[config.mk]
export PLATFORM = sky130hd
export DESIGN_NAME = x_lane_buffer
export DESIGN_NICKNAME = d
export VERILOG_FILES = /design/src/rtl/x_lane_buffer.sv
export SDC_FILE = /design/constraint.sdc
export NUM_CORES = 1
export LEC_CHECK = 0
export CAP_MARGIN = 15
export CORE_MARGIN = 2
export CORE_UTILIZATION = 50
export CTS_CLUSTER_SIZE = 12
export DETAILED_ROUTE_END_ITERATION = 12
export PLACE_DENSITY = 0.67
export SLEW_MARGIN = 5
export SYNTH_ARGS = -nofsm -noshare
export SYNTH_HDL_FRONTEND = slang
export SYNTH_SLANG_ARGS = --single-unit
[constraint.sdc]
create_clock -name clk -period 3.8 [get_ports clk]
set_clock_uncertainty 0.15 [all_clocks]
set_input_delay 0.76 -clock clk [delete_from_list [all_inputs] [get_ports clk]]
set_output_delay 0.76 -clock clk [all_outputs]
set_load 0.05 [all_outputs]
[src/rtl/x_lane_buffer.sv]
// x_lane_buffer: operand buffer feeding the MAC array.
// A serial X stream is dealt round-robin into LANES circular lanes of DEPTH
// elements. Once full, all lane heads are presented in parallel, and each
// x_shift rotates every lane by one so the operand set can be replayed.
// Optional build macro: X_LANE_BUF_OVF_EN enables the sticky ovf_err flag.
module x_lane_buffer #(
  parameter int DATA_W = 8,
  parameter int LANES  = 4,
  parameter int DEPTH  = 8
) (
  input  logic                      clk,
  input  logic                      rst,
  input  logic                      clear,
  input  logic                      in_valid,
  input  logic [DATA_W-1:0]         in_data,
  output logic                      in_ready,
  input  logic                      x_shift,
  output logic [LANES*DATA_W-1:0]   x_heads,
  output logic                      xload_done,
  output logic [$clog2(DEPTH)-1:0]  shift_idx,
  output logic                      pass_done,
  output logic                      ovf_err
);

  localparam int TOTAL = LANES * DEPTH;
  localparam int CNT_W = (TOTAL > 1) ? $clog2(TOTAL) : 1;
  localparam int LP_W  = (LANES > 1) ? $clog2(LANES) : 1;
  localparam int IDX_W = $clog2(DEPTH);

  localparam logic [CNT_W-1:0] LAST_CNT  = CNT_W'(TOTAL - 1);
  localparam logic [LP_W-1:0]  LAST_LANE = LP_W'(LANES - 1);
  localparam logic [IDX_W-1:0] LAST_IDX  = IDX_W'(DEPTH - 1);

  typedef enum logic {
    S_LOAD = 1'b0,
    S_FULL = 1'b1
  } state_t;

  state_t            state_reg, state_next;
  logic [CNT_W-1:0]  cnt_reg, cnt_next;
  logic [LP_W-1:0]   lane_ptr_reg, lane_ptr_next;
  logic [IDX_W-1:0]  shift_idx_reg, shift_idx_next;
  logic              pass_done_reg, pass_done_next;

  // clear outranks both loading and shifting, so it gates the fire strobes
  logic load_fire;
  logic shift_fire;
  assign load_fire  = (state_reg == S_LOAD) && in_valid && !clear;
  assign shift_fire = (state_reg == S_FULL) && x_shift && !clear;

  // Control registers: state, load counter, lane pointer, rotation position
  always_ff @(posedge clk) begin
    if (!rst) begin
      state_reg     <= S_LOAD;
      cnt_reg       <= '0;
      lane_ptr_reg  <= '0;
      shift_idx_reg <= '0;
      pass_done_reg <= 1'b0;
    end else begin
      state_reg     <= state_next;
      cnt_reg       <= cnt_next;
      lane_ptr_reg  <= lane_ptr_next;
      shift_idx_reg <= shift_idx_next;
      pass_done_reg <= pass_done_next;
    end
  end

  // Next-state logic: clear restarts, LOAD counts accepts, FULL counts shifts
  always_comb begin
    state_next     = state_reg;
    cnt_next       = cnt_reg;
    lane_ptr_next  = lane_ptr_reg;
    shift_idx_next = shift_idx_reg;
    pass_done_next = 1'b0;
    if (clear) begin
      state_next     = S_LOAD;
      cnt_next       = '0;
      lane_ptr_next  = '0;
      shift_idx_next = '0;
    end else begin
      case (state_reg)
        S_LOAD: begin
          if (in_valid) begin
            // explicit wrap: LANES need not be a power of two
            lane_ptr_next = (lane_ptr_reg == LAST_LANE) ? '0 : lane_ptr_reg + 1'b1;
            if (cnt_reg == LAST_CNT) begin
              cnt_next   = '0;
              state_next = S_FULL;
            end else begin
              cnt_next = cnt_reg + 1'b1;
            end
          end
        end
        S_FULL: begin
          if (x_shift) begin
            if (shift_idx_reg == LAST_IDX) begin
              shift_idx_next = '0;
              pass_done_next = 1'b1;
            end else begin
              shift_idx_next = shift_idx_reg + 1'b1;
            end
          end
        end
        default: state_next = S_LOAD;
      endcase
    end
  end

  // Per-lane storage. Slot 0 is the head. Loading and rotating are the same
  // shift toward the head; only the value entering the tail differs
  // (new element while loading, the old head while rotating).
  genvar gi;
  generate
    for (gi = 0; gi < LANES; gi++) begin : g_lane
      logic [DATA_W-1:0] mem_reg [DEPTH];
      logic              lane_load;
      logic [DATA_W-1:0] tail_in;

      assign lane_load = load_fire && (lane_ptr_reg == LP_W'(gi));
      assign tail_in   = shift_fire ? mem_reg[0] : in_data;

      // Shift the lane on a load into this lane or on a rotation of all lanes
      always_ff @(posedge clk) begin
        if (!rst || clear) begin
          for (int k = 0; k < DEPTH; k++) mem_reg[k] <= '0;
        end else if (lane_load || shift_fire) begin
          for (int k = 0; k < DEPTH - 1; k++) mem_reg[k] <= mem_reg[k+1];
          mem_reg[DEPTH-1] <= tail_in;
        end
      end

      assign x_heads[gi*DATA_W +: DATA_W] = mem_reg[0];
    end
  endgenerate

`ifdef X_LANE_BUF_OVF_EN
  logic ovf_err_reg;

  // Sticky overflow: any offered element while full; only rst clears it
  always_ff @(posedge clk) begin
    if (!rst) begin
      ovf_err_reg <= 1'b0;
    end else if (in_valid && (state_reg == S_FULL) && !clear) begin
      ovf_err_reg <= 1'b1;
    end
  end

  assign ovf_err = ovf_err_reg;
`else
  assign ovf_err = 1'b0;
`endif

  assign in_ready   = (state_reg == S_LOAD);
  assign xload_done = (state_reg == S_FULL);
  assign shift_idx  = shift_idx_reg;
  assign pass_done  = pass_done_reg;

endmodule

After elaboration in Yosys (flattened, before gate mapping):

Memory sizes are Yosys's and may differ from the RTL's.
Cells that the tools add are included.

* register bits: 12
* memories: 4
* bits in writable memories: 256
* output and inout port bits: 39
* input port bits: 13
* word-level logic and storage cells: 129

* $add $sub $neg: 3
* mux-type cells: 57
* bitwise logic cells: 35
* reductions and logical operators: 20
* equal/unequal tests: 5

Memories
* g_lane[0].mem_reg: words 8, width 8, rd ports 8, clocked after Yosys merged registers in 0, write ports 8, line 115 `logic [DATA_W-1:0] mem_reg [DEPTH];`
* g_lane[1].mem_reg: words 8, width 8, rd ports 8, clocked after Yosys merged registers in 0, write ports 8, line 115
* g_lane[2].mem_reg: words 8, width 8, rd ports 8, clocked after Yosys merged registers in 0, write ports 8, line 115
* g_lane[3].mem_reg: words 8, width 8, rd ports 8, clocked after Yosys merged registers in 0, write ports 8, line 115

Operators by type and width (count)
* 8-bit 2-to-1 mux: 36
* 1-bit bitwise OR: 32
* 1-bit 2-to-1 mux: 18
* 1-bit logical AND: 8
* 5-bit by 1-bit adder with 5-bit output (second input constant): 1
* 5-bit equality test (second input constant): 1
* 1-bit logical OR: 5
* 5-bit 2-to-1 mux: 1
* 2-bit equality test (second input constant): 2
* 2-bit AND reduction: 2
* 4-bit OR reduction: 1
* 3-bit by 1-bit adder with 3-bit output (second input constant): 1
* 3-bit equality test (second input constant): 1
* 3-bit 2-to-1 mux: 1
* 1-bit inverter: 3
* 2-bit by 1-bit adder with 2-bit output (second input constant): 1
* 2-bit by 1-bit equality test with 1-bit output (second input constant): 1
* 1-bit zero test: 2
* 2-bit zero test: 1
* 2-bit 2-to-1 mux: 1
* 2-bit OR reduction: 1

Longest topological paths before layout:

Gate-level depths: netlist of the first run.

* depth after elaboration: 9
* gate-level depth with buffers: 7
* mapped depth without buffers: 6

Worst setup path after synthesis of the first run:

No wires, ideal clock.

* path kind: flip-flop to flip-flop
* start: register state_reg, in the netlist xload_done
* end: memory g_lane[0].mem_reg[0][0] (enable)
* arrival: 2.555 ns
* path slack: 0.674 ns
* setup time: 0.421 ns
* stages on the path, launching flop included: 5
* period minus slack after synthesis: 3.126 ns
* required time: 3.229 ns
* path buffers: 1
* cells stage by stage: dfxtp_1 > buf_6 > nand3b_1 > nand2_1 > a21o_1

RTL lines
* start, declared: line 39 `state_t state_reg, state_next;`
* start signal, assigned: line 60 `state_reg <= state_next;`
* end, declared: line 115

Final worst setup path of the first run:

* start: register state_reg, in the netlist xload_done
* end: output xload_done

RTL lines
* end, declared: line 19 `output logic xload_done,`

No word-level cell between the ends.

==> results.md, run 1 <==
- Row generation in the floorplan step produced 53 rows.
- Setup repair after global routing left no endpoint under its margin.
- The worst hold margin is ~340 ps.
- For this run, the slowest stage of the critical path takes ~950 ps.
- The largest net degree at the start of global routing is 65.
- The area of the core is 20890 µm².
- Pin placement for this block handled 52 I/O pins.
- The chip width is 149.4 µm.
- The clock latency at the later pin of the worst-skew pair is 530 ps.
- For this design the ratio of total power to cell area is about 520 nW/µm².
- The worst setup path is of the reg2out kind.
- The flip-flop count of the largest register after layout is roughly 260.
- Along the worst path, the maximum fanout reaches 13.
- Using the TritonRoute via totals, the vias-per-cell ratio works out to ~5.
- The unique cell type count in the Yosys netlist is 31.
- The number of maximum-capacitance constraint violations is 0.
- The cell count after synthesis is roughly 700.
- The final number of max-transition violations is 0.
- The slowest cell on the critical path is clkdlybuf4s50_1.
- Of the total power, the share spent switching nets is between 20% and 30%.
- The post-CTS setup repair buffer count is 0.
- Sequential elements use between 70% and 80% of the synthesized area.
- The tree built by TritonCTS fans out to 268 sinks.
- The library cells used most frequently in the layout, excluding fill and tap cells, are edfxtp_1, and2_1, clkdlybuf4s50_1, nand2_1, a21oi_1.
- The final number of hold-violating endpoints came to 0.
- The filler cell count is about 1700.
- The count of instances resized after the clock tree is built is 0.
- The clock transition at the register clock pins on the worst setup and hold paths after CTS is about 60 ps.
- For this run, the post-layout net count is about 740.
- In this design, the largest share of critical-path delay is due to buffers and inverters.
- After detailed routing, the number of remaining DRC violations is 0.
- The library cell used most frequently in the layout, excluding fill and tap cells, is edfxtp_1.
- IR analysis of the VDD net gives a maximum drop of 0.0002575 V.
- The first detailed-routing pass took 4 iterations.
- The cell area after technology mapping is about 11000 µm².
- STA classifies the critical path startpoint as a flip-flop.
- Averaged over all synthesized cells, the footprint is ~15 µm².
- Summed over all cells, the static leakage comes to ~4.6 nW.
- The post-synthesis to final-layout area growth is 13.07%.
- The die area is ~22000 µm².
- During synthesis, Yosys emitted a total of 0 warnings.
- The worst path needs 2987 ps of the cycle, external delays included.
- The CTS tree is built.
- The root buffer cell is clkbuf_16.
- The post-synth net total is between 700 and 800.
- At the worst endpoint, the required time is approximately 2900 ps.
- The fmax is between 300 and 400 MHz.
- The flow ran to the end, and the final reports show no timing, DRC or antenna violations.
- The initial utilization of the core area, before any placement, comes to 50.59%.
- The all-layer global routing usage is 15.81%.
- The worst hold path belongs to the class reg2reg.
- The global placer's final weighted congestion is approximately 0.76.
- The placed wire-length estimate after detailed placement is approximately 10000 µm.
- At the end of the flow the core is filled with cells to 57.20%.
- At the pin with the least slew margin, the transition time is 576.6 ps.
- The count of nets left with antenna violations once routing finished came out at 0.
- Combinational logic burns 3.9% of the power.
- The share of total power in sequential cells is 55.2%.
- The kind of end point of the critical path is a primary output.
- The CTS buffer count is 28.
- For this run the aggregate overflow at the end of global routing stands at 0.
- The worst path arrival time is roughly 2100 ps.
- The count of routing violations after the opening detailed-route iteration is between 400 and 500.
- Walking the worst path, the cells encountered are clkdlybuf4s50_1.
- The number of setup violations in the final report is 0.
- The remaining max-slew budget at the tightest pin is 61.44%.
- The combined buffer and inverter count along the critical path is 1.
- The least setup slack across all paths after layout is between 800 and 900 ps.
- The design draws 0.006194 W.
- The count of input and output buffers is 50.
- The antenna diode count is 0.
- The fraction of the cycle the final worst path needs is between 70% and 80%.
- The final layout contains routed wiring with a total length of ~17000 µm.
- The CTS H-tree depth is 1.
- The worst setup slack after placement is 667.4 ps.
- The relative contribution of the clock network to total power is about two fifths.
- The routed length per placed instance is roughly 17 µm.
- The initial antenna violation count is 0.
- Across all layers, the routed design uses around 5200 vias.
- The height of the die is approximately 150 µm.
- The number of global-route vias before repair was a little over 5000.
- The global-route wire length before repair is 27340 µm.
- The clock passes through at most 3 buffers.
- Cell internal power was estimated by the tool at just under 0.005 W.
- After synthesis the netlist holds a flip-flop and latch count of about 270.
- The aggregate negative setup slack is 0 ps.
- Hold repair after CTS inserted 0 buffers.
- For this design the total switching power over the nets is approximately 0.0013 W.
- The post-route netlist has 7.412% of its cells at a drive strength greater than 1.
- Setup slack on the worst reg-to-reg path comes out at approximately 1400 ps.
area by class of cell:
class	count	area, µm²	share of cell area, %
clock buffer	39	783.3	6.555
multi-input combinational	361	2172	18.18
tap	275	344.1	2.880
inverter	3	11.26	0.09424
sequential	268	7928	66.35
timing repair buffer	61	645.6	5.403
clock inverter	10	65.06	0.5445
worst min-delay path: stages (launching register included):
cell     delay, ps
dfxtp_1        320
nand2_1         60
a21oi_1         60
stage by stage:
step | instance area, µm² | std cells
finish | 11950 | 1017
detailed placement | 11100 | 968
global route | 11950 | 1017
global placement | 11100 | 968
CTS | 11950 | 1017
floorplan | 10570 | 699
power groups by stage:
stage / Combinational (W) / Clock [W] / Sequential [W]
after floorplan: 0.000175 / 0 / 0.00347
after global placement: 0.000236 / 0 / 0.00348
after detailed placement: 0.000241 / 0 / 0.00348
after CTS: 0.000242 / 0.00258 / 0.00342
after global routing: 0.000257 / 0.00270 / 0.00344
final: 0.000240 / 0.00253 / 0.00342
Yosys cell counts, drive strengths merged:
master  instances  area, µm²
edfxtp        256       7687
and2          224       1401
buf            52      402.9
nand2          47      178.9
a21oi          43      230.2
clkbuf         15      61.31
dfxtp          12      240.2
nor2           10      37.54
ha              8      100.1
nand3b          5      37.54
a21o            4      30.03
mux2i           4      40.04
inv             3      11.26
nand3           3      15.01
nand2b          2      20.02
o21ai           2      10.01
a31oi           1      6.260
and3            1      6.260
and3b           1      8.760
conb            1      3.750
nor2b           1      6.260
or3             1      6.260
or3b            1      8.760
or4             1      7.510
or4b            1      10.01
logic make-up after synthesis:
family | Yosys count | synth area share [%]
DFF | 268 | 75.02
adders and majority gates | 8 | 0.9472
AOI/OAI and AO/OA | 50 | 2.617
muxes | 4 | 0.3789
and+or+nand+nor | 298 | 16.51
buffers and inverters | 70 | 4.499
other | 1 | 0.03549
routing by layer:
metal,wire [µm],part of all wire [%],global-route usage (%),vias up
met5,0,0,0,-
met2,8032,47,24.24,101
li1,-,-,-,2437
met4,589,3.4,6.619,0
met1,7883,46,22.30,2583
met3,763,4.4,3.150,36
path summary, 6_finish.rpt:
kind,startpoint,endpoint,depth (start not counted)
max reg2reg,xload_done,g_lane[3].mem_reg[0][31],4
min reg2reg,shift_idx[2],shift_idx[2],2
min,shift_idx[2],shift_idx[2],2
max,xload_done,xload_done,1
(Power assumes the default switching activity.)
==> run 2, diff against run 1 <==
PLACE_DENSITY = 0.7   (was 0.67)
clock period = 2.55 ns   (was 3.8 ns; I/O delays follow)
==> results.md, run 2 (synthesis results as in run 1) <==
- The overall power after layout is 0.008981 W (+45%).
- The power density of the placed cells is 748.5 nW/µm² (+44%).
- The count of antenna-violating nets left after detailed routing is 0 (unchanged).
- The area of the core is 20890 µm² (unchanged).
- The fmax is 409.2 MHz.
- The worst path arrival time came to 1780 ps (-300 ps).
- The aggregate global routing overflow was 0 (unchanged).
- The tightest min-delay check is of the reg2reg type.
- The post-synthesis to final-layout area growth is 13.54%.
- The maximum vdd drop is 0.0003597 V (+40%).
- Walking the worst path, the cells encountered are clkdlybuf4s50_1.
- The maximum root-to-sink buffer count was 3 (unchanged).
- The filler cell count is 1602 (-2.9%).
- The initial antenna violation count is 0 (unchanged).
- The share of final-layout standard cells stronger than drive strength 1 is 8.177% (+0.76 points).
- The kind of critical path is reg2out.
- The remaining max-slew budget at the tightest pin came to 63.27% (+1.8 points).
- The post-CTS setup repair buffer count came to 0 (unchanged).
- The worst setup path is launched from a flip-flop.
- In this run the critical register-to-register path is launched from cnt_reg[0].
- The share of total power in sequential cells is 56.8% (+1.6 points).
- The routed length per placed instance is 17.09 µm (+0.65%).
- In the layout the commonest cells are edfxtp_1, and2_1, clkdlybuf4s50_1, nand2_1, a21oi_1.
- The stage delay of the slowest cell on the critical path is 870 ps (-80 ps).
- The clock latency at the later pin of the worst-skew pair is 520 ps (about the same).
- The count of input and output buffers came to 50 (unchanged).
- The worst hold margin was 362.8 ps (+25.17 ps).
- The slowest cell on the critical path is clkdlybuf4s50_1.
- The detailed-routing iteration count for the pre-antenna-repair pass was 4 (unchanged).
- The switching fraction of total power was 20.34% (about the same).
- The number of nets in the final layout was 751 (+0.94%).
- STA classifies the critical path endpoint as a primary output.
- The net switching power of the design is 0.001827 W (+45%).
- The chip width came to 149.4 µm (unchanged).
- The worst path required time came to 1890 ps (-1000 ps).
- The library cell used most frequently in the layout, excluding fill and tap cells, is edfxtp_1.
- The height of the die came to 149.4 µm (unchanged).
- The antenna diode count came to 0 (unchanged).
- The portion of total power attributed to combinational logic was 4.2% (+0.3 points).
- The routed wire length is 17450 µm (+1.0%).
- The detail-routed via count per cell came to 5.081 (+0.21%).
- The relative contribution of the clock network to total power is 39.0% (-1.9 points).
- The flow ran to the end, and the final reports show no timing, DRC or antenna violations.
- The CTS H-tree depth is 1 (unchanged).
- The flip-flop count of the largest register after layout is 256 (unchanged).
- The count of routing violations after the opening detailed-route iteration is 398 (-8.1%).
- The die area is 22310 µm² (unchanged).
- The number of top-level pins is 52 (unchanged).
- The final number of max-transition violations was 0 (unchanged).
- The startpoint identified for the worst hold timing path is g_lane[2].mem_reg[1][30].
- The final cell count without fillers is 1021 (+0.39%).
- The largest driver fanout on the critical path is 4 (-9).
- The number of global-route vias before repair is 5144 (+1.4%).
- The number of setup violations in the final report was 0 (unchanged).
- The clock sink count was 268 (unchanged).
- The global placer's final weighted congestion is 0.7501 (-1.7%).
- The vias after detailed routing is 5188 (+0.60%).
- The clock transition at the register clock pins on the worst setup and hold paths after CTS is 60 ps (about the same).
- The count of cells along the worst register-to-register path came to 5 (+1).
- The post-route minimum period is 2444 ps.
- The number of cells in the design after placement is 976 (+0.83%).
- The leakage power figure was 4.582 nW (+0.55%).
- The post-detailed-route DRC marker count is 0 (unchanged).
- The critical path depth was 1 (unchanged).
- The reg-to-reg setup timing slack was 550 ps (-890 ps).
- Setup repair after global routing left no endpoint under its margin.
- The worst path uses between 90 and 100% of the clock period.
- The starting density of the core is 50.59% (unchanged).
- The largest net degree at the start of global routing is 65 (unchanged).
- The count of standard-cell rows is 53 (unchanged).
- The root buffer cell chosen for the clock tree is clkbuf_16.
- The hold path depth was 1 (-1).
- The CTS buffer count came to 27 (-3.6%).
- The placed wire-length estimate after detailed placement came to 10610 µm (+4.4%).
- The final number of hold-violating endpoints is 0 (unchanged).
- The design internal power was 0.007154 W (+45%).
- The global-route wire length before repair was 27970 µm (+2.3%).
- The slew at the pin closest to its max-slew limit came to 549.3 ps (-27.38 ps).
- The all-layer global routing usage is 16.25% (+0.44 points).
- Grouping stages by cell kind, the critical path spends the most delay in buffers and inverters.
- In this run the worst setup path begins at shift_idx[0].
- The combined buffer and inverter count along the critical path is 1 (unchanged).
- The number of maximum-capacitance constraint violations is 0 (unchanged).
- TritonCTS built the clock tree.
## run 2: cell types whose count changed in the layout (fill, tap and decap cells not counted), sizes merged
cell,delta
buf,+8
clkinv,-6
clkbuf,+3
clkdlybuf4s50,-2
dlygate4sd2,+2
bufinv,-1
## run 2: worst paths after layout
check	to
worst max register to register	cnt_reg[2]
worst max-delay path	shift_idx[0]
worst min register to register	g_lane[2].mem_reg[1][22]
worst min-delay path	g_lane[2].mem_reg[1][22]
## run 2: power by group through the flow
stage	sequential (W)	combinational (W)	clock (W)
floorplan	0.00516	0.000262	0
global placement	0.00518	0.000369	0
detailed placement	0.00519	0.000379	0
CTS	0.00510	0.000379	0.00358
global route	0.00512	0.000401	0.00375
finish	0.00510	0.000374	0.00351
## run 2: layout make-up
cell class	instances	area (µm²)	share of cell area (%)
clock buffers	42	752.0	6.267
clock inverters	3	13.76	0.1147
inverters	3	11.26	0.09385
multi-input cells	361	2172	18.10
flip-flops and latches	268	7928	66.07
well taps	275	344.1	2.868
repair buffers	69	778.2	6.486
## run 2: what timing repair did
action,4_1_cts,5_1_grt
endpoints found under the setup margin,2,0
endpoints found under the hold margin,0,0
resized for setup,2,0
hold buffers,0,0
## run 2: metrics by stage
stage / setup WS, ps / setup TNS (ps) / instance area (µm²) / utilization, %
final: 106.3 / 0 / 12000 / 57.44
after global routing: 38.75 / 0 / 12000 / 57.44
after CTS: 78.98 / 0 / 12000 / 57.44
after detailed placement: 167.5 / 0 / 11240 / 53.79
after global placement: 162.8 / 0 / 11240 / 53.79
after floorplan: -29.44 / -7537 / 10570 / -
## run 2: per-layer routing
metal / routed length [µm] / share of wire, % / track usage (%) / up-vias
met4: 430 / 2.5 / 5.714 / 0
met3: 860 / 4.9 / 2.997 / 29
li1: - / - / - / 2449
met1: 7702 / 44 / 22.70 / 2600
met5: 0 / 0 / 0 / -
met2: 8455 / 48 / 25.85 / 110
